[src/rtl/pipeline_mul_pkg.sv]
// Shared opcodes, instruction field positions and the per-stage tag
// carried from fetch to retire by pipeline_mul_param.
package pipeline_mul_pkg;

  localparam logic [7:0] OP_ADD = 8'h01;
  localparam logic [7:0] OP_MUL = 8'h02;
  localparam logic [7:0] OP_CLR = 8'h03;
  localparam logic [7:0] OP_SUB = 8'h04;

  localparam int OP_LSB   = 0;
  localparam int OP_W     = 8;
  localparam int RSEL_LSB = 8;
  localparam int IMM_LSB  = 16;

  typedef struct packed {
    logic [31:0] pc;
    logic [31:0] instr;
    logic [31:0] counter;
  } stage_tag_t;

  function automatic logic is_legal_op(input logic [7:0] op);
    return (op == OP_ADD) || (op == OP_MUL) || (op == OP_CLR) || (op == OP_SUB);
  endfunction

endpackage

[src/rtl/shift_add_mul.sv]
// Iterative shift-add multiplier: one partial product per busy cycle, either
// stopping once the multiplier runs out of set bits or always running IMM_W rounds.
module shift_add_mul #(
  parameter int XLEN   = 32,
  parameter int IMM_W  = 16,
  parameter int MUL_CT = 0
) (
  input  logic            clk,
  input  logic            rst,
  input  logic            start,
  input  logic [XLEN-1:0] a,
  input  logic [IMM_W-1:0] b,
  output logic            busy,
  output logic            done,
  output logic [XLEN-1:0] result
);

  localparam int CNT_W = $clog2(IMM_W + 1);

  logic [XLEN-1:0]  a_q, a_d;
  logic [XLEN-1:0]  acc_q, acc_d;
  logic [IMM_W-1:0] b_q, b_d;
  logic [CNT_W-1:0] cnt_q, cnt_d;
  logic             busy_q, busy_d;
  logic [XLEN-1:0]  acc_sum;
  logic             last_round;

  always_comb begin
    acc_sum = acc_q + (a_q & {XLEN{b_q[0]}});
    // Constant-time mode ignores the operand value so the round count never leaks it.
    if (MUL_CT != 0) last_round = (cnt_q == CNT_W'(IMM_W - 1));
    else             last_round = (b_q <= IMM_W'(1));

    a_d    = a_q;
    b_d    = b_q;
    acc_d  = acc_q;
    cnt_d  = cnt_q;
    busy_d = busy_q;
    if (start) begin
      a_d    = a;
      b_d    = b;
      acc_d  = '0;
      cnt_d  = '0;
      busy_d = 1'b1;
    end else if (busy_q) begin
      acc_d = acc_sum;
      a_d   = a_q << 1;
      b_d   = b_q >> 1;
      cnt_d = cnt_q + CNT_W'(1);
      if (last_round) busy_d = 1'b0;
    end
  end

  always_ff @(posedge clk) begin
    if (rst) begin
      a_q    <= '0;
      b_q    <= '0;
      acc_q  <= '0;
      cnt_q  <= '0;
      busy_q <= 1'b0;
    end else begin
      a_q    <= a_d;
      b_q    <= b_d;
      acc_q  <= acc_d;
      cnt_q  <= cnt_d;
      busy_q <= busy_d;
    end
  end

  assign busy   = busy_q;
  assign done   = busy_q && last_round;
  assign result = acc_sum;

endmodule

[src/rtl/pipeline_mul_param.sv]
// Fetch / decode / execute / writeback pipeline over an NREG register file with
// forwarding from writeback and a stalling shift-add multiplier in execute.
module pipeline_mul_param
  import pipeline_mul_pkg::*;
#(
  parameter int XLEN       = 32,
  parameter int NREG       = 4,
  parameter int IMM_W      = 16,
  parameter int IMEM_DEPTH = 32,
  parameter int MUL_CT     = 0,
  localparam int RSEL_W    = $clog2(NREG),
  localparam int IA_W      = $clog2(IMEM_DEPTH)
) (
  input  logic              clk,
  input  logic              rst,
  input  logic              imem_we,
  input  logic [IA_W-1:0]   imem_waddr,
  input  logic [31:0]       imem_wdata,
  input  logic [RSEL_W-1:0] dbg_rsel,
  output logic [XLEN-1:0]   dbg_rdata,
  output logic              busy,
  output logic              retire_valid,
  output logic [31:0]       retire_pc,
  output logic [31:0]       retire_instr,
  output logic [31:0]       retire_counter
);

  logic [31:0]       imem_mem [IMEM_DEPTH];
  logic [XLEN-1:0]   regs_q [NREG];
  logic [XLEN-1:0]   regs_d [NREG];

  logic [31:0]       pc_q, pc_d, counter_q, counter_d;
  logic              dec_valid_q, dec_valid_d;
  stage_tag_t        dec_tag_q, dec_tag_d;
  logic              wb_we_q, wb_we_d;
  logic [RSEL_W-1:0] wb_rsel_q, wb_rsel_d;
  logic [XLEN-1:0]   wb_res_q, wb_res_d;
  stage_tag_t        wb_tag_q, wb_tag_d;
  logic              retire_valid_q, retire_valid_d;
  stage_tag_t        retire_tag_q, retire_tag_d;

  logic [31:0]       fetch_instr;
  logic [OP_W-1:0]   dec_op;
  logic [RSEL_W-1:0] dec_rsel;
  logic [XLEN-1:0]   dec_imm, src;
  logic              exec_fire, mul_start, mul_busy, mul_done;
  logic [XLEN-1:0]   mul_result;

  // Write-only port; the combinational read below sees the old word this cycle.
  always_ff @(posedge clk) begin
    if (imem_we) imem_mem[imem_waddr] <= imem_wdata;
  end

  assign fetch_instr = imem_mem[pc_q[IA_W-1:0]];
  assign dec_op      = dec_tag_q.instr[OP_LSB +: OP_W];
  assign dec_rsel    = dec_tag_q.instr[RSEL_LSB +: RSEL_W];
  assign dec_imm     = XLEN'(dec_tag_q.instr[IMM_LSB +: IMM_W]);
  assign src         = (wb_we_q && (wb_rsel_q == dec_rsel)) ? wb_res_q : regs_q[dec_rsel];
  assign exec_fire   = !mul_busy && dec_valid_q && is_legal_op(dec_op);
  assign mul_start   = exec_fire && (dec_op == OP_MUL);

  shift_add_mul #(
    .XLEN  (XLEN),
    .IMM_W (IMM_W),
    .MUL_CT(MUL_CT)
  ) u_mul (
    .clk   (clk),
    .rst   (rst),
    .start (mul_start),
    .a     (src),
    .b     (dec_tag_q.instr[IMM_LSB +: IMM_W]),
    .busy  (mul_busy),
    .done  (mul_done),
    .result(mul_result)
  );

  always_comb begin
    pc_d        = pc_q;
    counter_d   = counter_q;
    dec_valid_d = dec_valid_q;
    dec_tag_d   = dec_tag_q;
    if (!mul_busy) begin
      pc_d        = pc_q + 32'd1;
      counter_d   = counter_q + 32'd1;
      dec_valid_d = 1'b1;
      dec_tag_d   = '{pc: pc_q, instr: fetch_instr, counter: counter_q};
    end

    // A starting MUL parks its rsel/tag in the writeback stage with wb_we low
    // until the multiplier reports done.
    wb_we_d   = 1'b0;
    wb_rsel_d = wb_rsel_q;
    wb_res_d  = wb_res_q;
    wb_tag_d  = wb_tag_q;
    if (mul_done) begin
      wb_we_d  = 1'b1;
      wb_res_d = mul_result;
    end else if (exec_fire) begin
      wb_rsel_d = dec_rsel;
      wb_tag_d  = dec_tag_q;
      case (dec_op)
        OP_ADD: begin wb_res_d = src + dec_imm; wb_we_d = 1'b1; end
        OP_SUB: begin wb_res_d = src - dec_imm; wb_we_d = 1'b1; end
        OP_CLR: begin wb_res_d = '0;            wb_we_d = 1'b1; end
        default: ;
      endcase
    end

    regs_d = regs_q;
    if (wb_we_q) regs_d[wb_rsel_q] = wb_res_q;

    retire_valid_d = wb_we_q;
    retire_tag_d   = wb_we_q ? wb_tag_q : retire_tag_q;
  end

  always_ff @(posedge clk) begin
    if (rst) begin
      pc_q           <= '0;
      counter_q      <= '0;
      dec_valid_q    <= 1'b0;
      dec_tag_q      <= '0;
      wb_we_q        <= 1'b0;
      wb_rsel_q      <= '0;
      wb_res_q       <= '0;
      wb_tag_q       <= '0;
      retire_valid_q <= 1'b0;
      retire_tag_q   <= '0;
      for (int i = 0; i < NREG; i++) regs_q[i] <= '0;
    end else begin
      pc_q           <= pc_d;
      counter_q      <= counter_d;
      dec_valid_q    <= dec_valid_d;
      dec_tag_q      <= dec_tag_d;
      wb_we_q        <= wb_we_d;
      wb_rsel_q      <= wb_rsel_d;
      wb_res_q       <= wb_res_d;
      wb_tag_q       <= wb_tag_d;
      retire_valid_q <= retire_valid_d;
      retire_tag_q   <= retire_tag_d;
      regs_q         <= regs_d;
    end
  end

  assign dbg_rdata      = regs_q[dbg_rsel];
  assign busy           = mul_busy;
  assign retire_valid   = retire_valid_q;
  assign retire_pc      = retire_tag_q.pc;
  assign retire_instr   = retire_tag_q.instr;
  assign retire_counter = retire_tag_q.counter;

endmodule

[config.mk]
export PLATFORM = sky130hd
export DESIGN_NAME = pipeline_mul_param
export DESIGN_NICKNAME = d
export VERILOG_FILES = /design/src/rtl/pipeline_mul_pkg.sv /design/src/rtl/shift_add_mul.sv /design/src/rtl/pipeline_mul_param.sv
export SDC_FILE = /design/constraint.sdc
export NUM_CORES = 2
export LEC_CHECK = 0
export CORE_MARGIN = 5
export CORE_UTILIZATION = 60
export CTS_CLUSTER_DIAMETER = 80
export CTS_CLUSTER_SIZE = 20
export DETAILED_ROUTE_END_ITERATION = 12
export GPL_ROUTABILITY_DRIVEN = 0
export PLACE_DENSITY = 0.8
export SLEW_MARGIN = 40
export SYNTH_ARGS = -nofsm -noshare
export SYNTH_HDL_FRONTEND = slang
export SYNTH_HIERARCHICAL = 1
export SYNTH_SLANG_ARGS = --single-unit
[constraint.sdc]
create_clock -name clk -period 5.1 [get_ports clk]
set_input_delay 0.51 -clock clk [delete_from_list [all_inputs] [get_ports clk]]
set_output_delay 0.51 -clock clk [all_outputs]
set_load 0.02 [all_outputs]
# Word level (Yosys, flattened, before mapping)
# Memories as Yosys holds them, arrays and structs flattened. A register that Yosys moved wholly into a read port is not among the register bits.
# Cells that the tools add are included.
# Widths: inputs -> output; s select.
dict set report op_classes {
  add_sub_neg 5
  n_lt_le_gt_ge 5
  eq_ne 5
  n_mux 25
  bitwise 5
  reduce_logical 18
}
# cell count
set ops {}
lappend ops {{$mux 32} 10}
lappend ops {{$bmux 32 s2} 2}
lappend ops {{$bwmux 128} 1}
lappend ops {{$pmux 32 s3} 1}
lappend ops {{$add 32x1->32 const B} 2}
lappend ops {{$demux 32 s2} 1}
lappend ops {{$add 32x16->32} 1}
lappend ops {{$add 32x32->32} 1}
lappend ops {{$and 32x32->32} 1}
lappend ops {{$mux 16} 2}
lappend ops {{$sub 32x16->32} 1}
lappend ops {{$eq 8x2->1 const B} 2}
lappend ops {{$le 16x1->1 const B} 1}
lappend ops {{$ge 3x3->1 const B} 3}
lappend ops {{$not 2->3} 3}
lappend ops {{$eq 8x1->1 const B} 1}
lappend ops {{$eq 8x3->1 const B} 1}
lappend ops {{$mux 1} 8}
lappend ops {{$logic_and 1x1->1} 6}
lappend ops {{$reduce_and 2->1} 2}
lappend ops {{$reduce_bool 2->1} 2}
lappend ops {{$reduce_bool 4->1} 1}
lappend ops {{$logic_or 1x1->1} 3}
lappend ops {{$lt 3x1->1 const B} 1}
lappend ops {{other kinds (5)} 6}
dict set report word_totals {
  regBits 566
  mem_bits_rw 1024
  in_bits 42
  out_inout_bits 130
  n_memories 1
}
# name depth width rd rd_ports_with_merged_regs wr line_no
set memory_table {}
lappend memory_table {imem_mem 32 32 1 1 1 pipeline_mul_param.sv:28} ;# logic [31:0] imem_mem [IMEM_DEPTH];

# Depth between registers and ports, before layout
dict set report depth {
  word_depth 9
  depth_mapped 16
}

# Cells and area by module
# Netlist, hierarchy kept.
# module n_inst cells_each area_per_inst_um2 seq_area_each_um2
set by_module_without_submodules {}
lappend by_module_without_submodules {pipeline_mul_param 1 4097 61515.2 41059.4}
lappend by_module_without_submodules {shift_add_mul 1 688 5445.2 1621.6}

# Worst setup path before layout
# OpenSTA, ideal clock, no wires.
dict set report synth_timing {
  path_kind {register to register}
  from {register, netlist name dec_rsel[0]}
  to {register wb_res_q[27]}
  arrival_time_ns 3.972
  setup_slack_ns 1.008
  path_stages_with_launch 14
  n_path_buf 3
  synth_period_minus_slack_ns 4.092
  path_cell_list {dfxtp_1 -> clkbuf_1 -> buf_1 -> mux4_2 -> mux2_2 -> ha_1 -> clkbuf_1 -> nand4_1 -> nor3_1 -> o211ai_1 -> a31oi_1 -> a31oi_1 -> o2111a_1 -> a211o_1}
}
dict set report synth_via {
  elab_chain_cells 9
  elab_cells_between_ends 12
  classes_between {add/sub (2); eq/ne (1); mux (7); bitwise (1); reduce/logical (1)}
}
# element line_no
set synth_lines {}
lappend synth_lines {{$not 2->3 (not written as such)} pipeline_mul_param.sv:58} ;# assign src = (wb_we_q && (wb_rsel_q == dec_rsel)) ? wb_res_q : regs_q[dec_rsel];
lappend synth_lines {{$bmux 32 s2} pipeline_mul_param.sv:58}
lappend synth_lines {{$mux 32 (not written as such) (2 in series)} pipeline_mul_param.sv:58}
lappend synth_lines {{$mux 32 *} pipeline_mul_param.sv:58}
lappend synth_lines {{named net src[11]} pipeline_mul_param.sv:45} ;# logic [XLEN-1:0] dec_imm, src;
lappend synth_lines {{$sub 32x16->32 / $add 32x16->32 (equally long branches)} {pipeline_mul_param.sv:103, pipeline_mul_param.sv:102}}
lappend synth_lines {{$pmux 32 s3 *} pipeline_mul_param.sv:101} ;# case (dec_op)
lappend synth_lines {{$mux 32 *} pipeline_mul_param.sv:98} ;# end else if (exec_fire) begin
lappend synth_lines {{$mux 32 *} pipeline_mul_param.sv:95} ;# if (mul_done) begin
lappend synth_lines {{to (signal assigned)} pipeline_mul_param.sv:136} ;# wb_res_q <= wb_res_d;
lappend synth_lines {{to (decl)} pipeline_mul_param.sv:37} ;# logic [XLEN-1:0] wb_res_q, wb_res_d;
# The timed path passes the listed nets; every way through them passes the cells marked *. The select of a mux whose other input is x is not followed.
# A chain may end at the register's enable or synchronous reset.

# Worst setup path in the final report
dict set report layout_timing {
  from {register, netlist name dec_imm[2]}
  to {register wb_res_q[27]}
}
dict set report layout_via {
  elab_chain_cells 4
  elab_cells_between_ends 5
  classes_between {add/sub (2); mux (3)}
}
# element line_no
set layout_lines {}
lappend layout_lines {{$sub 32x16->32 / $add 32x16->32 (equally long branches)} {pipeline_mul_param.sv:103, pipeline_mul_param.sv:102}}
lappend layout_lines {{$pmux 32 s3 *} pipeline_mul_param.sv:101}
lappend layout_lines {{$mux 32 *} pipeline_mul_param.sv:98}
lappend layout_lines {{$mux 32 *} pipeline_mul_param.sv:95}
# Every way passes the cells marked *; elsewhere a longest branch is shown, timed or not. The select of a mux whose other input is x is not followed.

==> impl_metrics.json <==
{
  "cts_buffer_depth": 3,
  "row_count": 122,
  "io_buffer_count": 171,
  "worst_path_dominant_cell_family": "simple AND/OR/NAND/NOR gates",
  "critical_path.cell_chain": "nor4_1, nand2_1, or4_1, nand2b_1, o21ai_0, xor2_1, ha_1, nand4_1, nor3_1, o211ai_1, a31oi_1, a31oi_1, buf_4, o2111a_1, a211o_1",
  "grt.met2_usage_pct": 45.4,
  "worstMarginPinSlew_ns": 0.892,
  "critical_path.max_fanout": 9,
  "dr_total_vias": 41008,
  "synth_area_leader_cell": "edfxtp_1",
  "ys_seq_elements": 1620,
  "cts-hold-fix-buffers": 0,
  "cts.sink_count": 1620,
  "cts_tree": "done",
  "worst_setup_path_start_kind": "flop",
  "drive_above_1_share_pct": 14.9,
  "worst_path_max_delay_cell": "nor4_1",
  "effective_utilization_at_floorplan_pct": 60.4,
  "ctsRootBufferMaster": "clkbuf_16",
  "chipWidth_um": 344,
  "post_cts_resize_count": 0,
  "grt_start_max_net_pins": 135,
  "grt_first_pass_wirelength_mm": 254,
  "dieArea_um2": 118000,
  "instances_no_fill": 6368,
  "die-height_um": 344,
  "ctsHtreeMaxLevel": 3,
  "clk_transition_reported_paths_ns": 0.08,
  "worst_hold_path_type": "input port to flop",
  "grt_use_met3_pct": 6.09,
  "final.setup_skew_ns": 0.0341,
  "layout_common_cells": "edfxtp_1, dfxtp_1, nand2_1",
  "worst_ep_arrival_time_ns": 5.20,
  "timing_hold_violations_final": 0,
  "post_cts_buffers": 0,
  "timing.setup.tns_ns": 0,
  "timing.critical_path.slowest_cell_delay_ns": 0.63,
  "drv_cap": 0,
  "synth.area.top_cells": "edfxtp_1, dfxtp_1, mux4_2",
  "globalRoute.totalOverflow": 0,
  "synth_top_area_share_pct": 45.9,
  "post_drt_via_cell_ratio": 6.44,
  "synth_sequential_area_ratio_pct": 63.7,
  "unrepaired_setup_endpoints_after_global_routing": "false",
  "wire_length_reported_by_the_detailed_router_mm": 168,
  "netlist_area_um2": 67000,
  "asyncSetResetFlopFracSynth_pct": 0,
  "antenna_found_initial": 12,
  "synth-main-ff-cell": "edfxtp_1",
  "grt_pass1_vias": 40085,
  "critical_path.n_buffers_inverters": 1,
  "dp.final_hpwl_mm": 102,
  "syn_avg_cell_area_um2": 14.0,
  "dr.first_iter.drc_count": 5182,
  "cts_buffer_count": 92,
  "fill_cells": 7580,
  "ioPinCount": 172,
  "postSynthCellCount": 4785,
  "dp_cells": 6233,
  "net_count_final": 4949,
  "groute.layer.met1.usage_pct": 39.8,
  "max_slew_margin_pct": 40.4,
  "synth-edff-count": 1024,
  "maximum_clock_frequency_mhz": 217,
  "grt_busiest_layer": "met2",
  "end_kind": "flop",
  "drv_slew": 0,
  "hold_slack_ns": 0.255,
  "detailedRoute.firstPassIterationCount": 6,
  "floorplan.core_area_um2": 111000,
  "path_common_cell": "a31oi_1",
  "report.final.setup_viol": 0,
  "period_needed_ns": 4.62,
  "layout-area-overhead-vs-synth_pct": 9.12,
  "worst_ir_drop_on_vdd_mv": 0.371,
  "detail_route.drc_violations": 0,
  "final_core_util_pct": 65.9,
  "synth.yosys.warnings": 6,
  "synth_cell_type_count": 84,
  "timing.final.crit_share_pct": 90.5,
  "drt.antenna.violating_nets": 0,
  "post_drt_wl_per_cell_um": 26.4,
  "postSynthNetCount": 4895,
  "power-per-cell-area_nw_per_um2": 324,
  "leakage_power_uw": 0.0235,
  "layout.cells.most_common": "edfxtp_1",
  "status": "finished, final reports clean",
  "worst-setup-path-type": "flop to flop",
  "combined_global_route_utilization_of_all_metal_layers_pct": 28.3,
  "total_power_consumption_of_the_routed_design_uw": 23700,
  "clk_latency_ns": 0.71,
  "worst_ep_required_time_ns": 5.69
}
-- layer usage --
metal | part of all wire, % | routed length (µm)
met1 | 38 | 64500
met2 | 48 | 79800
met3 | 11 | 18100
met4 | 3.2 | 5360
met5 | 0.054 | 91
-- synth_stat cells (22+ instances only) --
master	instances
a21o_1	33
mux2_2	46
o21ai_0	54
and2_1	40
clkbuf_1	214
buf_2	49
nor2_1	456
nand2_1	535
nor2b_1	54
a211oi_1	49
inv_1	25
dfxtp_1	596
and3_1	26
buf_1	36
ha_1	66
nor3_1	37
edfxtp_1	1024
mux2i_1	279
a22oi_1	26
nand3_1	55
xnor2_1	52
mux4_2	358
xor2_1	72
nand4_1	22
a21oi_1	368
-- metrics by stage --
step	setup slack, ns	area, µm²
after floorplan	1.01	67000
after global placement	0.736	70300
after detailed placement	0.615	70600
after CTS	0.578	73200
after global routing	0.287	73100
final	0.484	73100
-- report_power, final --
part / total, µW / leakage [µW] / switching (µW) / internal [µW]
Clock: 7520 / 0.00124 / 4120 / 3390
Combinational: 1930 / 0.00825 / 1120 / 802
Sequential: 14200 / 0.0140 / 166 / 14100
-- path summary, 6_finish.rpt --
check                        startpoint                         end  slack, ns  depth (start not counted)
max             dec_imm[2]$_SDFFE_PP0N_   wb_res_q[27]$_SDFFE_PP0P_       0.48                         15
min                                 rst  u_mul/a_q[13]$_SDFFE_PP0P_       0.25                          2
max reg2reg     dec_imm[2]$_SDFFE_PP0N_   wb_res_q[27]$_SDFFE_PP0P_       0.48                         15
min reg2reg  dec_tag_q[20]$_SDFFE_PP0N_   wb_tag_q[20]$_SDFFE_PP0P_       0.44                          2
-- cell type report --
cell class / count / area, µm² / area share, %
sequential: 1620 / 42700 / 58.4
multi-input combinational: 2822 / 23100 / 31.6
timing repair buffer: 277 / 2700 / 3.70
clock buffer: 121 / 2450 / 3.36
tap: 1488 / 1860 / 2.55
clock inverter: 10 / 108 / 0.147
inverter: 26 / 103 / 0.140
antenna: 4 / 10.0 / 0.0137
-- sequential cells by signal, indices dropped and copies added, names as in the netlist, 70 cells and up --
name / flops
regs_q: 128
dec_tag_q: 70
imem_mem: 1024
wb_tag_q: 95
-- worst reg2reg max path: cells and delay by family (launching register included) --
| family | cells | cell delay, ns |
|---|---|---|
| AOI/OAI and AO/OA | 6 | 1.41 |
| xor gates and xnor gates | 1 | 0.14 |
| adders and majority gates | 1 | 0.42 |
| buffers and inverters | 1 | 0.18 |
| DFF | 1 | 0.40 |
| and+or+nand+nor | 6 | 1.95 |
-- logic make-up after synthesis --
| kind of cell | Yosys count | share of synthesized area [%] |
|---|---|---|
| xor gates and xnor gates | 124 | 1.62 |
| buffers and inverters | 343 | 2.17 |
| muxes | 683 | 17.0 |
| DFF | 1620 | 63.7 |
| and+or+nand+nor | 1297 | 8.38 |
| AOI/OAI and AO/OA | 650 | 5.81 |
| adders and majority gates | 68 | 1.29 |
(Power assumes the default switching activity.)
